### src/rtl/fetch_execute_sequencer.sv
// fetch_execute_sequencer
//   Multi-cycle control sequencer for the 16-bit accumulator machine. It
//   fetches, decodes and executes one instruction at a time. It owns PC, AC,
//   IR and MBR, and it drives main memory and the ALU.
//   Instruction format: opcode = ir[15:12], address/operand = ir[11:0].
//
// Ports
//   i_clk, i_reset      clock; asynchronous active-high reset
//   i_start             pulse; leaves IDLE and starts fetching at PC
//   o_mem_addr/wdata/we memory address {4'b0, addr12}, write data (= AC), write enable
//   i_mem_rdata         read data, valid the cycle after the address
//   o_alu_opcode/a/b    ALU select and operands (a = AC, b = MBR)
//   i_alu_result        combinational ALU result
//   o_pc, o_ac, o_ir    architectural registers
//   o_halted            high from entering HALT until reset
//   o_illegal_op        one-cycle pulse after decoding an opcode in 0xB..0xF
module fetch_execute_sequencer #(
  parameter logic [11:0] RESET_PC = 12'h000
) (
  input  logic        i_clk,
  input  logic        i_reset,
  input  logic        i_start,
  output logic [15:0] o_mem_addr,
  output logic [15:0] o_mem_wdata,
  output logic        o_mem_we,
  input  logic [15:0] i_mem_rdata,
  output logic [3:0]  o_alu_opcode,
  output logic [15:0] o_alu_a,
  output logic [15:0] o_alu_b,
  input  logic [15:0] i_alu_result,
  output logic [11:0] o_pc,
  output logic [15:0] o_ac,
  output logic [15:0] o_ir,
  output logic        o_halted,
  output logic        o_illegal_op
);

  typedef enum logic [3:0] {
    S_IDLE, S_FETCH_A, S_FETCH_D, S_DECODE, S_OPER_A,
    S_OPER_D, S_EXEC, S_STORE, S_HALT
  } state_t;

  state_t      r_state;
  logic [11:0] r_pc;
  logic [15:0] r_ac;
  logic [15:0] r_ir;
  logic [15:0] r_mbr;
  logic        r_halted;
  logic        r_illegal;

  logic [3:0]  w_op;
  logic        w_skip;

  assign w_op = r_ir[15:12];

  // SKIPCOND condition: ir[11:10] selects AC<0, AC==0, AC>0 or never.
  always_comb begin
    w_skip = 1'b0;
    case (r_ir[11:10])
      2'b00:   w_skip = r_ac[15];
      2'b01:   w_skip = (r_ac == 16'h0000);
      2'b10:   w_skip = !r_ac[15] && (r_ac != 16'h0000);
      default: w_skip = 1'b0;
    endcase
  end

  always_ff @(posedge i_clk or posedge i_reset) begin
    if (i_reset) begin
      r_state   <= S_IDLE;
      r_pc      <= RESET_PC;
      r_ac      <= 16'h0000;
      r_ir      <= 16'h0000;
      r_mbr     <= 16'h0000;
      r_halted  <= 1'b0;
      r_illegal <= 1'b0;
    end else begin
      r_illegal <= 1'b0;
      case (r_state)
        S_IDLE:    if (i_start) r_state <= S_FETCH_A;
        S_FETCH_A: r_state <= S_FETCH_D;
        S_FETCH_D: begin
          r_ir    <= i_mem_rdata;
          r_pc    <= r_pc + 12'd1;
          r_state <= S_DECODE;
        end
        S_DECODE: begin
          r_state <= S_FETCH_A;
          case (w_op)
            4'h0: ;
            4'h1, 4'h3, 4'h4, 4'h5, 4'h6: r_state <= S_OPER_A;
            4'h2: r_state <= S_STORE;
            4'h7: begin
              r_halted <= 1'b1;
              r_state  <= S_HALT;
            end
            // pc already points past SKIPCOND, so a skip is one more increment
            4'h8: if (w_skip) r_pc <= r_pc + 12'd1;
            4'h9: r_pc <= r_ir[11:0];
            4'hA: r_ac <= 16'h0000;
            default: r_illegal <= 1'b1;
          endcase
        end
        S_OPER_A:  r_state <= S_OPER_D;
        S_OPER_D: begin
          r_mbr   <= i_mem_rdata;
          r_state <= S_EXEC;
        end
        S_EXEC: begin
          r_ac    <= (w_op == 4'h1) ? r_mbr : i_alu_result;
          r_state <= S_FETCH_A;
        end
        S_STORE:   r_state <= S_FETCH_A;
        S_HALT:    r_state <= S_HALT;
        default:   r_state <= S_IDLE;
      endcase
    end
  end

  // Operand phases and STORE address the operand; every other state shows pc.
  always_comb begin
    o_mem_addr = {4'b0000, r_pc};
    if (r_state == S_OPER_A || r_state == S_STORE)
      o_mem_addr = {4'b0000, r_ir[11:0]};
  end

  always_comb begin
    o_alu_opcode = 4'b0000;
    if (r_state == S_EXEC) begin
      case (w_op)
        4'h4:    o_alu_opcode = 4'b0001;
        4'h5:    o_alu_opcode = 4'b1000;
        4'h6:    o_alu_opcode = 4'b1001;
        default: o_alu_opcode = 4'b0000;
      endcase
    end
  end

  assign o_mem_we     = (r_state == S_STORE);
  assign o_mem_wdata  = r_ac;
  assign o_alu_a      = r_ac;
  assign o_alu_b      = r_mbr;
  assign o_pc         = r_pc;
  assign o_ac         = r_ac;
  assign o_ir         = r_ir;
  assign o_halted     = r_halted;
  assign o_illegal_op = r_illegal;

endmodule

### config.mk
export PLATFORM = sky130hd
export DESIGN_NAME = fetch_execute_sequencer
export DESIGN_NICKNAME = d
export VERILOG_FILES = /design/src/rtl/fetch_execute_sequencer.sv
export SDC_FILE = /design/constraint.sdc
export NUM_CORES = 1
export LEC_CHECK = 0
export ABC_AREA = 1
export CORE_ASPECT_RATIO = 1.5
export CORE_MARGIN = 4
export CORE_UTILIZATION = 44
export DETAILED_ROUTE_END_ITERATION = 8
export PLACE_DENSITY = 0.81
export SLEW_MARGIN = 20
export SYNTH_ARGS = -nofsm -noshare
export SYNTH_HDL_FRONTEND = slang
export SYNTH_SLANG_ARGS = --single-unit
### constraint.sdc
create_clock -name i_clk -period 3.1 [get_ports i_clk]
set_input_delay 0.93 -clock i_clk [delete_from_list [all_inputs] [get_ports i_clk]]
set_output_delay 0.93 -clock i_clk [all_outputs]
set_load 0.03 [all_outputs]
After elaboration in Yosys (flattened, before gate mapping). Cells that the tools add are included.

Flip-flop bits (word level): 66. Input bits: 35. Output and inout port bits: 115. Logic and storage cells: 63.

Add/subtract/negate cells: 1. Equality and inequality tests: 24. Muxes and demuxes: 15. Reductions and logical operators: 16.

Operators by type and width (number): 12-bit case mux with 2 select lines (2); 4-bit by 3-bit equality test with 1-bit output, second input constant (8); 16-bit 2-to-1 mux (2); 16-bit case mux with 2 select lines (1); 4-bit case mux with 8 select lines (1); 12-bit 2-to-1 mux (2); 4-bit case mux with 3 select lines (2); 4-bit by 2-bit equality test with 1-bit output, second input constant (4); 4-bit equality test, second input constant (4); 16-bit zero test (1); 16-bit nonzero test (1); 12-bit by 1-bit adder with 12-bit output, second input constant (1); 11-bit OR reduction (1); 4-bit by 1-bit equality test with 1-bit output, second input constant (2); 4-bit zero test (2); 4-bit 2-to-1 mux (2); 5-bit OR reduction (1); 2-bit AND reduction (2); 2-bit nonzero test (2); 3-bit by 2-bit != test with 1-bit output, second input constant (1); 3-bit != test, second input constant (1); 1-bit case mux with 3 select lines (1); 3-bit AND reduction (1); 2-bit by 1-bit equality test with 1-bit output, second input constant (1); other kinds (9) (10).

Longest topological paths before layout. Gate-level depths: netlist of run 1.

Depth after elaboration: 6. Mapped depth: 12. Mapped depth without buffers: 11.

Worst setup path after synthesis of run 1. OpenSTA, ideal clock, no wires.

Kind: register to output. Start: reg r_state[3]. End: out o_alu_opcode[3]. Arrival: 1.906 ns. Required time: 2.170 ns. Slack: 0.264 ns. Stages on the path, launching flop included: 5. Buffers on the path: 1. Path through: dfrtp_1 > nor2_1 > nand2_2 > buf_2 > nor4_1.

Word-level cells in the longest chain between the ends: 2.

Ends and longest elaborated chain: start, declared (RTL line 43) `state_t r_state;`; start signal, assigned (RTL line 69) `r_state <= S_IDLE;`; start signal, assigned (RTL line 79) `S_IDLE: if (i_start) r_state <= S_FETCH_A;`; start signal, assigned (RTL line 80) `S_FETCH_A: r_state <= S_FETCH_D;`; 4-bit by 3-bit equality test with 1-bit output (RTL line 128) `if (r_state == S_EXEC) begin`; 4-bit 2-to-1 mux (RTL line 128); end, declared (RTL line 27) `output logic [3:0] o_alu_opcode,`.

Every way passes these cells.

Worst setup path in the final report of run 1.
Start: reg r_state[1]. End: out o_mem_addr[5].

Word-level cells in the longest chain between the ends: 3. Elaborated cells between the ends (all ways): 4.

Ends and longest elaborated chain: 4-bit by 3-bit equality test with 1-bit output (RTL line 122) `if (r_state == S_OPER_A || r_state == S_STORE)`; 1-bit logical OR * (RTL line 122); 12-bit 2-to-1 mux * (RTL line 122); end, declared (RTL line 23) `output logic [15:0] o_mem_addr,`.

Mark *: on every way between the ends. The rest lies on a longest branch, timed or not.

==> run metrics, run 1 <==
status=finished clean; area grow syn2layout=40.5%; fill count=705; IO buf count=143; unrepaired setup endpoints after global routing=false; I/O pin count=150; Worst path slowest cell=dfrtp_1; DRT iter0 DRCs=191; initial antenna violation count=0; Crit Path Max Fanout=21; total clock sinks=66; Syn Inst Count=477; RePlAce Congestion=0.819; CTS H-tree lvls=3; worst-margin pin slew=0.761 ns; ANT nets after route=0; Via density=5.06; WP data required=2.17 ns; CP Launch Type=flop; commonest cells in the synthesized netlist=nand2_1, dfrtp_1, inv_1, nor2_1, o21ai_0; initial core utilization=45.7%; post-CTS setup buffer count=0; Synth top area share=44.3%; leak pwr=2.49 nW; minimum clock period=2.97 ns; fin cells=695; vias in the first global route=3510; CP dominant cell by count=nand2_1; die area=10000 um2; Clk network pwr share=13.8%; CP top delay family=buffers and inverters; YS warnings=0; Placed Cells=679; Clock Tree Root=clkbuf_16; top-count cell post-synth=nand2_1; Seq/Total Area, Yosys=44.3%; row cnt=40; total routed wirelength=10800 um; Most used DFF post-synth=dfrtp_1; setup TNS=0 ns; power share of the sequential group=26.5%; die height=121 um; NetSw=3.29 mW; largest net degree at the start of global routing=67; total CTS buffers=9; gr ovfl total=0; Mean Syn Cell Area=7.82 um2; ratio of cells with drive above 1 in the final layout=7.46%; synth top area cells=dfrtp_1, nand2_1, buf_4; Synth Cell Area=3730 um2; Clock Skew=0.00483 ns; Power Dens Cells=1260 nW/um2; setup violators final=0; maxcap violations=0; post-DR wirelength/cell=15.6 um; Tcrit/Tclk final=95.8%; CP Class=reg2out; Reg clk slew, reported paths=0.05 ns; diode count=0; P_int=3.32 mW; wire length of the first global-routing pass=17600 um; Yosys reg bits=66; CP cell instances=nor2_1 -> inv_1 -> nand2_1 -> nand2_1 -> buf_4 -> mux2_2 -> dlygate4sd2_1; max-slew violations=0; via count=3514; Storage cell area=1650 um2; Crit path buffers/inverters=3; critical path endpoint category=output pin; worst path arrival time=2.04 ns; cts-stage hold buffer count=0; CTS tree=yes; peak supply drop=0.651 mV; CP max stage delay=0.45 ns; Clock Tree Buf Depth=2; Async S/R FF share, synth=100%; nets@finish=621; hpwl dp=8220 um; Peak Freq=337 MHz; Slew HR=49.3%; Horiz. Die Dim=83.2 um; final hold vios=0; Distinct cells, synth=33; Hold Crit Class=reg2reg; multi-input logic area=1480 um2; first-pass iteration count of the detailed router=6; DRC=0; Yosys top cell by area=dfrtp_1; Post-synth EDFFs=0; Net Sw Frac=49.8%; Clock Latency Late Sink=0.33 ns; Gate power share=59.7%; GRT Overall Usage=21.9%; core area=8160 um2
worst min-delay path, cell delays in order (launching register included):
cell and delay (ns):
dfrtp_1 0.34, inv_1 0.04, nand2_1 0.05
repair_timing:
item                                    in CTS  in global routing
gates cloned                                 0                  0
endpoints found under the setup margin      11                  1
resized for setup                           12                  1
state kept, by name, indices dropped and copies added (netlist names):
signal        cells
o_halted          1
o_alu_b          16
o_ac             16
o_pc             12
o_illegal_op      1
o_ir             16
r_state           4
kinds of logic after synthesis:
group,share of synthesized area (%)
other cells,0.101
simple gates,23.1
compound gates,13.9
mux,0.906
buf+inv,16.6
fa+ha+maj,0.335
xor+xnor,0.705
flops,44.3
through the flow:
stage | hold WS, ns | cell area (um2) | power (mW) | util, % | worst slack, ns
after detailed placement | 0.451 | 4980 | 5.76 | 61.0 | 0.244
after global placement | 0.454 | 4980 | 5.64 | 61.0 | 0.350
after global routing | 0.512 | 5240 | 6.99 | 64.2 | 0.0256
final | 0.458 | 5240 | 6.61 | 64.2 | 0.129
after floorplan | 0.451 | 3750 | 4.34 | - | 0.264
after CTS | 0.466 | 5230 | 6.66 | 64.2 | 0.0491
power by group through the flow:
stage,clock network (mW),logic (mW),registers [mW]
finish,0.910,3.95,1.75
global placement,0,3.92,1.72
detailed placement,0,4.01,1.75
CTS,0.933,3.98,1.74
floorplan,0,1.96,2.37
global route,0.977,4.20,1.82
worst paths after layout:
kind / from / endpoint / slack (ns) / cells after the start
setup / recovery: r_state[1] / o_mem_addr[5] / 0.13 / 7
hold / removal: o_halted / o_halted / 0.46 / 2
setup reg to reg: o_ir[15] / o_pc[2] / 1.10 / 7
hold reg to reg: o_halted / o_halted / 0.46 / 2
max in group asynchronous: i_reset / o_alu_b[12] / 1.83 / 3
min in group asynchronous: i_reset / o_pc[3] / 0.97 / 3
metal layers:
| metal | share of wire, % | wire length [um] | GRT usage [%] |
|---|---|---|---|
| met1 | 38 | 4120 | 24.7 |
| met2 | 54 | 5830 | 39.1 |
| met3 | 5.3 | 569 | 4.57 |
| met4 | 2.8 | 302 | 10.4 |
| met5 | 0 | 0 | 0 |
layout make-up:
| type | instances | area share, % |
|---|---|---|
| repair buffers | 147 | 28.1 |
| clock inverters | 3 | 0.286 |
| flip-flops and latches | 66 | 31.5 |
| clock buffers | 13 | 4.77 |
| inverters | 63 | 4.51 |
| well taps | 105 | 2.51 |
| multi-input cells | 298 | 28.3 |
cell usage in the layout, fill, tap and decap left out, drive strengths merged:
cell,synthesis,routed
clkdlybuf4s50,0,130
nand2,110,110
dfrtp,66,66
inv,63,63
nor2,60,60
o21ai,55,55
nand3,21,21
o32ai,17,17
clkbuf,8,13
dlygate4sd2,0,11
conb,1,6
buf,47,5
a21oi,4,4
nand4,4,4
nand3b,3,3
mux2,3,3
clkinv,0,3
o31ai,3,3
xor2,2,2
nor4,2,2
or2,2,2
o22ai,1,1
o221ai,1,1
o31a,1,1
nor3,1,1
xnor2,1,1
ha,1,1
dlymetal6s2s,0,1
Note: power is estimated with default switching activity, not from simulation.
==> inputs of run 2 (changes only) <==
Settings changed: GPL_ROUTABILITY_DRIVEN from default to 0, SKIP_LAST_GASP from default to 1.
==> results of run 2 <==
Same layout as run 1: the final DEF is identical, and so are final timing and power.
==> patch 1, RTL diff (config.mk and constraints of run 1) <==
Register the inputs `i_start`, `i_mem_rdata` and `i_alu_result` before use, without a reset. The logic sees them one clock later. Comments in the files are not updated.
--- a/src/rtl/fetch_execute_sequencer.sv
+++ b/src/rtl/fetch_execute_sequencer.sv
@@ -42,2 +42,12 @@
 
+  logic i_start_q;
+  logic [15:0] i_mem_rdata_q;
+  logic [15:0] i_alu_result_q;
+
+  always_ff @(posedge i_clk) begin
+    i_start_q      <= i_start;
+    i_mem_rdata_q  <= i_mem_rdata;
+    i_alu_result_q <= i_alu_result;
+  end
+
   state_t      r_state;
@@ -78,6 +88,6 @@
       case (r_state)
-        S_IDLE:    if (i_start) r_state <= S_FETCH_A;
+        S_IDLE:    if (i_start_q) r_state <= S_FETCH_A;
         S_FETCH_A: r_state <= S_FETCH_D;
         S_FETCH_D: begin
-          r_ir    <= i_mem_rdata;
+          r_ir    <= i_mem_rdata_q;
           r_pc    <= r_pc + 12'd1;
@@ -104,3 +114,3 @@
         S_OPER_D: begin
-          r_mbr   <= i_mem_rdata;
+          r_mbr   <= i_mem_rdata_q;
           r_state <= S_EXEC;
@@ -108,3 +118,3 @@
         S_EXEC: begin
-          r_ac    <= (w_op == 4'h1) ? r_mbr : i_alu_result;
+          r_ac    <= (w_op == 4'h1) ? r_mbr : i_alu_result_q;
           r_state <= S_FETCH_A;
Behaviour: not the same (a bounded check fails within 4 cycles, from zero or initial values and one cycle with i_reset high).
==> patch 1 against run 1 <==
Core utilization is 2.7 points lower; register-to-register slack better by 0.02 ns; synthesized area is 20% higher; power is 7.5% higher; design area is 15% higher; first-iteration DRC count is 4.7% higher; worst setup slack worse by 0.013 ns; routed wire length is 6.7% higher; sequential cell count is 33 higher; critical path type unchanged; critical endpoint is now o_mem_addr[6]; largest power group unchanged.
==> patch 1: results (changes against run 1) <==
Routing:
- The average wire per standard cell was 15.2 µm (-2.6%).
- The total wire length is 11500 µm (+6.7%).
- The number of detailed-routing iterations run before antenna repair is 4 (-2).
- The wire length the detailed router placed on met1 came to 4430 µm (+7.5%).
- The vias after detailed routing is 3761 (+7.0%).
- The iteration-0 DRC count of the detailed router is 200 (+4.7%).

Clocking:
- The number of gates resized after cts is 3 (-9).
- The post-CTS clock slew at the launch and capture registers of the worst setup and hold paths is 0.07 ns (+0.02 ns).

Yosys:
- By area the synthesized netlist is led by dfrtp_1 (37%), dfxtp_1 (15%), nand2_1 (10%).
- The register area share after synthesis is 51.9% (+7.6 points).
- In the synthesized netlist, the cells that appear most often are nand2_1 (120), dfrtp_1 (66), inv_1 (63), nor2_1 (60), o21ai_0 (48).
- The complex-gate fraction of the synthesized area is 11.2% (-2.7 points).
- The number of library cell types mapped by synthesis is 37 (+12%).
- The multiplexer fraction of the synthesized cell area is 0.589% (-0.32 points).

Run status:
- The run finished with clean final reports.

Placed design:
- The placed wire-length estimate after detailed placement was 8650 µm (+5.3%).
- The placed instance area is 5710 µm² (+15%).
- The instance count after placement with tap cells included was 745 (+9.7%).
- The weighted congestion at the end of routability-driven global placement is 0.901 (+10%).

Power:
- The maximum vdd ir drop is 764 µV (+17%).

Worst setup path:
- The startpoint identified for the worst register-to-register timing path is r_state[3].
- The minimum setup slack among reg-to-reg paths is 1.12 ns (+0.02 ns).
- The number of cells traversed by the worst register-to-register path is 6 (-1).
- The top fanout value on the critical path is 6 (-71%).

Global route:
- The wire length of the first global-routing pass is 18600 µm (+5.7%).

Worst hold path:
- The startpoint of the tightest hold check path is i_mem_rdata_q[4].

Final layout:
- The number of fill cells in the layout is 824 (+17%).
- The share of layout cells above drive strength 1 came to 8.05% (+0.59 points).

Timing:
- The final setup skew is 0.00844 ns (+0.00361 ns).
==> patch 1: how the worst max path moves through the flow <==
| stage | startpoint | endpoint | slack, ns | cells past startpoint |
|---|---|---|---|---|
| after floorplan | r_state[2] | o_alu_opcode[3] | 0.26 | 5 |
| after global placement | r_state[1] | o_mem_addr[6] | 0.35 | 6 |
| after detailed placement | r_state[1] | o_mem_addr[6] | 0.21 | 6 |
| after CTS | r_state[2] | o_alu_opcode[0] | 0.04 | 5 |
| after global routing | r_state[1] | o_mem_addr[6] | 0.02 | 6 |
| final | r_state[1] | o_mem_addr[6] | 0.12 | 6 |
==> patch 1: area by class of cell <==
class                      count  area share, %
inverter                      66           4.19
multi-input combinational    318           25.7
clock inverter                 5           1.29
sequential                    99           38.3
timing repair buffer         147           24.2
clock buffer                  11           3.86
tap                          115           2.38
==> patch 1: layer usage <==
layer / track usage [%] / vias up
li1: - / 1864
met1: 21.0 / 1738
met2: 35.3 / 132
met3: 4.81 / 27
met4: 9.11 / 0
met5: 0 / -
==> patch 1: critical path: stages (launching register included) <==
cell	delay [ns]
dfrtp_2	0.45
inv_1	0.14
nor2_2	0.07
nor2_1	0.20
nand2_1	0.18
mux2_4	0.32
dlygate4sd2_1	0.35
==> patch 1: power groups by stage <==
stage | registers (W) | logic (W) | clock network (W)
after global placement | 0.00213 | 0.00371 | 0
after global routing | 0.00221 | 0.00404 | 0.00125
after floorplan | 0.00270 | 0.00190 | 0
after CTS | 0.00214 | 0.00381 | 0.00119
final | 0.00215 | 0.00378 | 0.00117
after detailed placement | 0.00216 | 0.00379 | 0
==> patch 2, RTL diff (settings of run 1) <==
Without the edit above. Make the reset (`i_reset`) synchronous in one clocked block. Comments in the files are not updated.
--- a/src/rtl/fetch_execute_sequencer.sv
+++ b/src/rtl/fetch_execute_sequencer.sv
@@ -66,3 +66,3 @@
 
-  always_ff @(posedge i_clk or posedge i_reset) begin
+  always_ff @(posedge i_clk) begin
     if (i_reset) begin
Check against the original RTL: differs if i_reset is asserted again (counterexample within 4 cycles, from zero or initial values and one cycle with i_reset high); with i_reset held inactive, the same outputs for 10 cycles.
==> patch 2 against run 1 <==
Synthesized cell count grew 12%; maximum frequency grew 6.3%; hold slack gained 0.024 ns; via count grew 6.3%; first-iteration DRC count shrank 0.52%; routed wire length grew 1.9%; non-clock buffer count grew 1; worst setup slack gained 0.18 ns; design area shrank 0.88%; sequential cell count is the same; synthesized area shrank 1.6%; core utilization grew 0.22 points.
Power is not compared: it rests on default switching activity, and its combinational part moved more than twofold at a synthesized area within 25%.
==> patch 2: results (changes against run 1) <==
Run status:
- The run finished with clean final reports.

Final layout:
- The area fraction of clock buffers and clock inverters is 6.31% (+1.2 points).
- The area of the multi-input gates is 1780 µm² (+20%).
- The number of non-clock inverters in the layout is 44 (-30%).
- The share of layout cells above drive strength 1 is 8.68% (+1.2 points).
- The area share of buffers outside the clock network is 28.1% (+0.034 points).
- The sequential share of cell area is 25.4% (-6.1 points).
- The count of non-CTS buffers in the layout is 148 (+0.68%).
- The clock buffer instance count of the final layout came to 10 (-3).
- The number of fill cells in the layout is 712 (+0.99%).
- The layout net count is 676 (+8.9%).

Floorplanning:
- The floorplan die area is 9900 µm² (-1.4%).

Worst setup path:
- The endpoint arrival time on the critical path is 1.86 ns (-0.18 ns).
- The start of the worst register-to-register path is r_state[2].
- The end point of the critical path is o_mem_we.
- The number of cells traversed by the worst register-to-register path was 6 (-1).
- The top fanout value on the critical path is 6 (-71%).

Timing:
- The highest clock frequency the design can meet is 358 MHz (+6.3%).
- The measured slew at the worst slew-check pin is 0.636 ns (-0.125 ns).
- The final setup skew is 0.00548 ns (+0.000652 ns).

Yosys:
- The share of synthesized cell area in full adder, half adder and majority cells was 0.341% (+0.0054 points).
- Sorting the synthesized cells by how often they occur yields nor2_1 (123), nand2_1 (76), dfxtp_1 (66), o21ai_0 (57), buf_4 (42).
- The fraction of registers with async set/reset is 0% (-100 points).
- Yosys attributes the largest share of cell area to dfxtp_1 (36%), nor2_1 (13%), buf_4 (8.6%).
- The number of library cell types mapped by synthesis came to 38 (+15%).
- The xor/xnor cell area share of the yosys netlist is 0.477% (-0.23 points).
- The top cell type by total area after synthesis is dfxtp_1.
- The register area share after synthesis was 36.0% (-8.3 points).

Placed design:
- The placed instance area is 4860 µm² (-2.4%).
- The weighted congestion at the end of routability-driven global placement is 0.880 (+7.5%).
- The pre-CTS worst setup slack is 0.412 ns (+0.169 ns).

Global route:
- The number of global-route vias before repair is 3610 (+2.8%).
- The met1 global-route usage is 26.4% (+1.7 points).
- The overall routing resource usage is 22.7% (+0.86 points).

Routing:
- The iteration-0 DRC count of the detailed router is 190 (-0.52%).
-- patch 2: changes by cell type after synthesis, sizes merged, moves of 3 or more --
cell and delta:
nor2 +72, inv -20, dfrtp -66, o32ai -17, nand2 -30, a21oi +37
dfxtp +66, o21ai +14, nor3 +3, buf +5
-- patch 2: worst min-delay path by stage --
stage	startpoint	slack, ns	endpoint
2_1_floorplan	r_state[3]	0.52	r_state[3]
3_3_place_gp	o_halted	0.44	o_halted
3_5_place_dp	o_halted	0.47	o_halted
4_1_cts	o_halted	0.48	o_halted
5_1_grt	o_halted	0.50	o_halted
6_report	o_halted	0.48	o_halted
-- patch 2: layer usage --
metal  vias to the layer above  wire length (µm)
li1                       1884                 -
met1                      1690              4390
met5                         -                 0
met3                        18               868
met4                         0               185
met2                       143              5580
-- patch 2: what timing repair did --
| action | in CTS | in global routing |
|---|---|---|
| endpoints found under the hold margin | 0 | 0 |
| setup endpoints to repair | 0 | 3 |
| resized for setup | 0 | 3 |
-- patch 2: worst max-delay path, cell delays in order, from the launching register on --
cell             delay (ns)
dfxtp_1                0.39
inv_1                  0.09
nor2_4                 0.18
inv_1                  0.08
nor2_1                 0.11
clkdlybuf4s50_1        0.68
-- patch 2: kinds of logic after synthesis --
group                      Yosys count
other                                1
and+or+nand+nor                    244
xor gates and xnor gates             2
adders and majority gates            1
AOI/OAI and AO/OA                  117
muxes                                1
buffers and inverters              103
DFF                                 66
-- patch 2: through the flow --
| step | utilization [%] | power, W | instances |
|---|---|---|---|
| after floorplan | - | 0.00140 | 540 |
| after global placement | 60.3 | 0.00164 | 734 |
| after detailed placement | 60.3 | 0.00165 | 734 |
| after CTS | 64.4 | 0.00276 | 750 |
| after global routing | 64.5 | 0.00286 | 750 |
| final | 64.5 | 0.00274 | 750 |
